## src/rtl/tea_pkg.sv

```systemverilog
// ============================================================================
// Module   : tea_pkg
// Brief    : Shared FSM encoding, default key-schedule constant and the
//            decrypt start-sum helper for the TEA engine.
// Revision : 1.0 - initial release
// ============================================================================
`default_nettype none

package tea_pkg;

    typedef enum logic [1:0] {
        IDLE   = 2'd0,
        HALF_A = 2'd1,
        HALF_B = 2'd2,
        DONE   = 2'd3
    } tea_state_t;

    localparam logic [31:0] c_DEFAULT_DELTA = 32'h9e3779b9;

    // Wide product; callers keep the low WORD_SIZE bits (WORD_SIZE <= 128).
    function automatic logic [127:0] delta_times_rounds(input logic [127:0] delta,
                                                        input int unsigned  rounds);
        return delta * 128'(rounds);
    endfunction

endpackage

`default_nettype wire

```

## src/rtl/tea_round_f.sv

```systemverilog
// ============================================================================
// Module   : tea_round_f
// Brief    : Combinational TEA half-round mixing function; the XTEA variant is
//            built in when TEA_CORE_XTEA_EN is defined.
// Revision : 1.0 - initial release
// ============================================================================
`default_nettype none

module tea_round_f
    import tea_pkg::*;
#(
    parameter int WORD_SIZE = 32
) (
    input  logic [WORD_SIZE-1:0] i_x,
    input  logic [WORD_SIZE-1:0] i_ka,
    input  logic [WORD_SIZE-1:0] i_kb,
    input  logic [WORD_SIZE-1:0] i_sum,
`ifdef TEA_CORE_XTEA_EN
    input  logic                 i_xtea,
`endif
    output logic [WORD_SIZE-1:0] o_f
);

    logic [WORD_SIZE-1:0] w_tea;

    assign w_tea = ((i_x << 4) + i_ka) ^ (i_x + i_sum) ^ ((i_x >> 5) + i_kb);

`ifdef TEA_CORE_XTEA_EN
    logic [WORD_SIZE-1:0] w_xtea;

    // In XTEA mode i_ka carries the key word already selected by the sum.
    assign w_xtea = (((i_x << 4) ^ (i_x >> 5)) + i_x) ^ (i_sum + i_ka);
    assign o_f    = i_xtea ? w_xtea : w_tea;
`else
    assign o_f    = w_tea;
`endif

endmodule

`default_nettype wire

```

## src/rtl/tea_core.sv

```systemverilog
// ============================================================================
// Module   : tea_core
// Brief    : One-half-round-per-clock TEA encrypt/decrypt engine with a
//            start/busy/done handshake. Optional XTEA mode: TEA_CORE_XTEA_EN.
// Revision : 1.0 - initial release
// ============================================================================
`default_nettype none

module tea_core
    import tea_pkg::*;
#(
    parameter int          WORD_SIZE    = 32,
    parameter logic [31:0] DELTA        = c_DEFAULT_DELTA,
    parameter int          ROUND_NUMBER = 32
) (
    input  logic                 clk,
    input  logic                 rst,
    input  logic                 iStart,
    input  logic                 iDecrypt,
`ifdef TEA_CORE_XTEA_EN
    input  logic                 iXtea,
`endif
    input  logic [WORD_SIZE-1:0] iV0,
    input  logic [WORD_SIZE-1:0] iV1,
    input  logic [WORD_SIZE-1:0] iK0,
    input  logic [WORD_SIZE-1:0] iK1,
    input  logic [WORD_SIZE-1:0] iK2,
    input  logic [WORD_SIZE-1:0] iK3,
    output logic [WORD_SIZE-1:0] oC0,
    output logic [WORD_SIZE-1:0] oC1,
    output logic                 oBusy,
    output logic                 oDone
);

    localparam int                   c_CNT_W     = $clog2(ROUND_NUMBER + 1);
    localparam logic [127:0]         c_DELTA_EXT = 128'(DELTA);
    localparam logic [WORD_SIZE-1:0] c_DELTA     = c_DELTA_EXT[WORD_SIZE-1:0];
    localparam logic [127:0]         c_DEC_EXT   =
        delta_times_rounds(128'(c_DELTA), ROUND_NUMBER);
    localparam logic [WORD_SIZE-1:0] c_DEC_SUM   = c_DEC_EXT[WORD_SIZE-1:0];
    localparam logic [c_CNT_W-1:0]   c_LAST      = c_CNT_W'(ROUND_NUMBER - 1);

    tea_state_t           r_state;
    tea_state_t           w_state_next;
    logic [WORD_SIZE-1:0] r_v0, r_v1;
    logic [WORD_SIZE-1:0] r_k0, r_k1, r_k2, r_k3;
    logic [WORD_SIZE-1:0] r_sum;
    logic [WORD_SIZE-1:0] r_c0, r_c1;
    logic [c_CNT_W-1:0]   r_cnt;
    logic                 r_decrypt;
    logic                 r_done;
    logic                 w_busy;

    logic                 w_sel_v1;
    logic [WORD_SIZE-1:0] w_x, w_target, w_ka, w_kb, w_fsum, w_f, w_upd;
    logic [WORD_SIZE-1:0] w_sum_next;
    logic [WORD_SIZE-1:0] w_sum_init;

    // ------------------------------------------------------------------
    // Control FSM
    // ------------------------------------------------------------------
    always_ff @(posedge clk or negedge rst) begin
        if (!rst) begin
            r_state <= IDLE;
        end else begin
            r_state <= w_state_next;
        end
    end

    always_comb begin
        w_state_next = r_state;
        w_busy       = 1'b1;
        case (r_state)
            IDLE: begin
                w_busy = 1'b0;
                if (iStart) begin
                    w_state_next = HALF_A;
                end
            end
            HALF_A:  w_state_next = HALF_B;
            HALF_B:  w_state_next = (r_cnt == c_LAST) ? DONE : HALF_A;
            DONE:    w_state_next = IDLE;
            default: w_state_next = IDLE;
        endcase
    end

    // ------------------------------------------------------------------
    // Half-round operand steering. The half that reads v1 always updates
    // v0 with keys K0/K1; which half that is flips with the direction.
    // ------------------------------------------------------------------
    assign w_sel_v1   = (r_state == HALF_A) ^ r_decrypt;
    assign w_x        = w_sel_v1 ? r_v1 : r_v0;
    assign w_target   = w_sel_v1 ? r_v0 : r_v1;
    assign w_kb       = w_sel_v1 ? r_k1 : r_k3;
    assign w_sum_next = r_decrypt ? (r_sum - c_DELTA) : (r_sum + c_DELTA);
    assign w_upd      = r_decrypt ? (w_target - w_f) : (w_target + w_f);

`ifdef TEA_CORE_XTEA_EN
    logic                 r_xtea;
    logic [1:0]           w_kidx;
    logic [WORD_SIZE-1:0] w_xkey;

    // XTEA's second half sees the already-stepped sum.
    assign w_fsum = (r_xtea && (r_state == HALF_B)) ? w_sum_next : r_sum;
    assign w_kidx = w_sel_v1 ? w_fsum[1:0] : 2'(w_fsum >> 11);

    always_comb begin
        w_xkey = r_k0;
        case (w_kidx)
            2'd0:    w_xkey = r_k0;
            2'd1:    w_xkey = r_k1;
            2'd2:    w_xkey = r_k2;
            default: w_xkey = r_k3;
        endcase
    end

    assign w_ka       = r_xtea ? w_xkey : (w_sel_v1 ? r_k0 : r_k2);
    assign w_sum_init = iDecrypt ? c_DEC_SUM : (iXtea ? '0 : c_DELTA);

    always_ff @(posedge clk or negedge rst) begin
        if (!rst) begin
            r_xtea <= 1'b0;
        end else if ((r_state == IDLE) && iStart) begin
            r_xtea <= iXtea;
        end
    end
`else
    assign w_fsum     = r_sum;
    assign w_ka       = w_sel_v1 ? r_k0 : r_k2;
    assign w_sum_init = iDecrypt ? c_DEC_SUM : c_DELTA;
`endif

    tea_round_f #(
        .WORD_SIZE (WORD_SIZE)
    ) u_round_f (
        .i_x    (w_x),
        .i_ka   (w_ka),
        .i_kb   (w_kb),
        .i_sum  (w_fsum),
`ifdef TEA_CORE_XTEA_EN
        .i_xtea (r_xtea),
`endif
        .o_f    (w_f)
    );

    // ------------------------------------------------------------------
    // Datapath registers
    // ------------------------------------------------------------------
    always_ff @(posedge clk or negedge rst) begin
        if (!rst) begin
            r_v0      <= '0;
            r_v1      <= '0;
            r_k0      <= '0;
            r_k1      <= '0;
            r_k2      <= '0;
            r_k3      <= '0;
            r_sum     <= '0;
            r_cnt     <= '0;
            r_decrypt <= 1'b0;
            r_c0      <= '0;
            r_c1      <= '0;
            r_done    <= 1'b0;
        end else begin
            r_done <= 1'b0;
            case (r_state)
                IDLE: begin
                    if (iStart) begin
                        r_v0      <= iV0;
                        r_v1      <= iV1;
                        r_k0      <= iK0;
                        r_k1      <= iK1;
                        r_k2      <= iK2;
                        r_k3      <= iK3;
                        r_decrypt <= iDecrypt;
                        r_cnt     <= '0;
                        r_sum     <= w_sum_init;
                    end
                end
                HALF_A: begin
                    if (w_sel_v1) begin
                        r_v0 <= w_upd;
                    end else begin
                        r_v1 <= w_upd;
                    end
                end
                HALF_B: begin
                    if (w_sel_v1) begin
                        r_v0 <= w_upd;
                    end else begin
                        r_v1 <= w_upd;
                    end
                    r_sum <= w_sum_next;
                    r_cnt <= r_cnt + c_CNT_W'(1);
                end
                DONE: begin
                    r_c0   <= r_v0;
                    r_c1   <= r_v1;
                    r_done <= 1'b1;
                end
                default: ;
            endcase
        end
    end

    assign oC0   = r_c0;
    assign oC1   = r_c1;
    assign oBusy = w_busy;
    assign oDone = r_done;

endmodule

`default_nettype wire

```

## config.mk

```make
export PLATFORM = sky130hd
export DESIGN_NAME = tea_core
export DESIGN_NICKNAME = d
export VERILOG_FILES = /design/src/rtl/tea_pkg.sv /design/src/rtl/tea_round_f.sv /design/src/rtl/tea_core.sv
export SDC_FILE = /design/constraint.sdc
export NUM_CORES = 1
export LEC_CHECK = 0
export ABC_AREA = 1
export CELL_PAD_IN_SITES_DETAIL_PLACEMENT = 1
export CELL_PAD_IN_SITES_GLOBAL_PLACEMENT = 2
export CORE_MARGIN = 1.5
export CORE_UTILIZATION = 29
export CTS_CLUSTER_SIZE = 10
export DETAILED_ROUTE_END_ITERATION = 8
export HOLD_SLACK_MARGIN = 0.06
export PLACE_DENSITY_LB_ADDON = 0.1
export SYNTH_ARGS = -nofsm -noshare
export SYNTH_HDL_FRONTEND = slang
export SYNTH_SLANG_ARGS = --single-unit
export TNS_END_PERCENT = 10
```

## constraint.sdc

```tcl
create_clock -name clk -period 5.7 [get_ports clk]
set_input_delay 1.14 -clock clk [delete_from_list [all_inputs] [get_ports clk]]
set_output_delay 1.14 -clock clk [all_outputs]
set_load 0.02 [all_outputs]
```

==> impl_metrics.env <==
export IMPL_status="finished with violations"
export IMPL_violations="negative setup slack"
export IMPL_required_ps=6200
export IMPL_cts_buffer_depth=3
export IMPL_synth_seq_cells=298
export IMPL_syn_area_um2=23500
export IMPL_drv_slew=0
export IMPL_drc=0
export IMPL_path_max_fanout=8
export IMPL_holdCritStartpoint="r_k3[29]$_DFFE_PN0P_"
export IMPL_cts_sinks=298
export IMPL_cp_common_cell="buf_6"
export IMPL_grt_pass1_wl_mm=176
export IMPL_netlist_cell_type_count=59
export IMPL_placed_area_um2=32000
export IMPL_synth_commonest_cells="1282 x nand2_1, 370 x inv_1, 308 x a21oi_1, 298 x dfrtp_1, 238 x nor2_1"
export IMPL_reg2reg_from="r_state[1]$_DFFE_PN0P_"
export IMPL_grt_pass1_vias=28800
export IMPL_wl_per_cell_um=21.7
export IMPL_path_class="register to register"
export IMPL_fmax_mhz=167
export IMPL_gp_congestion=0.938
export IMPL_via_per_inst=4.99
export IMPL_floorplan_die_area_um2=82800
export IMPL_synth_edf_count=0
export IMPL_synthTopCellsByArea="dfrtp_1 32%, nand2_1 20%, ha_1 8.5%"
export IMPL_fin_area_um2=35000
export IMPL_htree_levels=2
export IMPL_maxCapViolCount=0
export IMPL_die_y_um=288
export IMPL_cp_startpoint="r_state[1]$_DFFE_PN0P_"
export IMPL_setup_viol=28
export IMPL_nFillCells=10000
export IMPL_yosys_warnings=0
export IMPL_fin_crit_sh_pct=105
export IMPL_start_util_pct=29.2
export IMPL_startpoint_type="register"
export IMPL_cts_buffers_inserted=40
export IMPL_min_path_type="register to register"
export IMPL_post_synth_top_count_cell="nand2_1"
export IMPL_cts_root_buf="clkbuf_16"
export IMPL_portBuffers=261
export IMPL_pre_cts_slack_ps=-959
export IMPL_worstMarginPinSlew_ps=1110
export IMPL_yosys_area_top_type="dfrtp_1"
export IMPL_hold_buffers=0
export IMPL_period_needed_ps=6000
export IMPL_clock_skew_ps=27.1
export IMPL_core_um2=80400
export IMPL_max_slew_margin_pct=25.7
export IMPL_grt_use_total_pct=28.1
export IMPL_grt_ovfl_total=0
export IMPL_antenna_found_initial=5
export IMPL_rsz0062_at_grt="yes"
export IMPL_clkSlewWorstSetupHoldPaths_ps=60
export IMPL_synthCells=3536
export IMPL_hold_violations=0
export IMPL_critPathCaptureType="register"
export IMPL_critPathMaxStageDelay_ps=600
export IMPL_grt_max_degree=114
export IMPL_ant_nets=0
export IMPL_drtPass1Iterations=5
export IMPL_drive_gt1_share_pct=22.6
export IMPL_async_flop_share_pct=100
export IMPL_syn_num_nets=3896
export IMPL_fin_ws_ps=-299
export IMPL_cts_tree="done"
export IMPL_via_count=27200
export IMPL_ys_flop_type="dfrtp_1"
export IMPL_hpwl_mm=96.7
export IMPL_synth_top_cell_area_share_pct=31.7
export IMPL_first_iter_violations=1213
export IMPL_ioPinCount=262
export IMPL_clk_latency_ps=600
export IMPL_ys_seq_area_share_pct=31.7
export IMPL_cp_slowest_cell="fa_2"
export IMPL_area_growth_pct=49.0
export IMPL_final_nets=4739
export IMPL_totalWireLength_mm=118
export IMPL_row_count=104
export IMPL_fin_setup_tns_ps=-3910
export IMPL_avgSynthCellArea_um2=6.65
export IMPL_die_x_um=288
export IMPL_cp_data_arrival_time_ps=6500
-- state kept, by name, indices dropped and copies added (netlist names) --
name       cells
oC0           32
oC1           32
oDone          1
r_cnt          6
r_decrypt      1
r_k0          32
r_k1          32
r_k2          32
r_k3          32
r_state        2
r_sum         32
r_v0          32
r_v1          32
-- metrics by stage --
step           utilization (%)  hold WS (ps)  std cells
2_1_floorplan                -           439       3536
5_1_grt                   43.6           491       5459
3_5_place_dp              39.8           460       5359
4_1_cts                   42.5           476       5438
3_3_place_gp              39.8           452       5359
6_report                  43.6           474       5461
-- worst max-delay path, delay by kind of cell, from the launching register on --
family                   cells  cell delay (ps)
AND/OR/NAND/NOR             17             1800
AO/OA/AOI/OAI                7             1320
adder cells (fa/ha/maj)      4             1220
buffers and inverters        8              870
flip-flops                   1              400
XOR/XNOR                     2              280
-- final timing paths --
kind | end | slack [ps] | depth (start not counted)
hold / removal | r_k3[29]$_DFFE_PN0P_ | 470 | 2
hold reg to reg | r_k3[29]$_DFFE_PN0P_ | 470 | 2
max in group asynchronous | r_k1[0]$_DFFE_PN0P_ | 3920 | 2
setup / recovery | r_v0[30]$_DFFE_PN0P_ | -300 | 38
setup reg to reg | r_v0[30]$_DFFE_PN0P_ | -300 | 38
min in group asynchronous | oC1[19]$_DFFE_PN0P_ | 520 | 1
-- placed cells by master (no fill, tap or decap), types with 61 or more instances in the layout --
master,synthesis,final
o21ai_0,191,135
dfrtp_1,298,297
inv_1,370,360
buf_4,1,594
ha_1,159,124
nand2_2,16,61
clkdlybuf4s50_1,0,260
a21oi_1,308,271
nor2_1,238,216
nand2_1,1282,1229
nand3_1,159,139
-- layout make-up --
cell class	count	area, um^2	area share (%)
Inverter	377	1420	4.05
Sequential cell	298	7460	21.3
Tap cell	1060	1330	3.78
Multi-Input combinational cell	2759	15600	44.6
Antenna cell	3	7.51	0.0214
Clock buffer	51	1080	3.09
Clock inverter	10	178	0.507
Timing Repair Buffer	903	7950	22.7
-- routing by layer --
metal | vias up | global-route usage [%] | part of all wire [%]
li1 | 13200 | - | -
met1 | 13400 | 36.8 | 45
met3 | 144 | 2.33 | 2.9
met2 | 494 | 49.6 | 49
met5 | - | 0 | 0
met4 | 0 | 7.00 | 2.9
-- cell families after synthesis --
kind of cell               after synthesis  share of synthesized area (%)
AOI/OAI and AO/OA                      662                           15.7
and+or+nand+nor                       1825                           31.9
muxes                                    4                          0.186
adders and majority gates              164                           8.88
xor gates and xnor gates               102                           3.92
DFF                                    298                           31.7
buffers and inverters                  481                           7.73
-- timing repair --
action                     4_1_cts  5_1_grt
hold endpoints to repair         0        0
setup buffers                   13       19
pin swaps                       40       83
gates resized for setup        206      146
setup endpoints to repair       43       40
cloned                           5        2
Power is not shown: default switching activity piles up to over one toggle a cycle in this logic, so the estimate is an artifact.
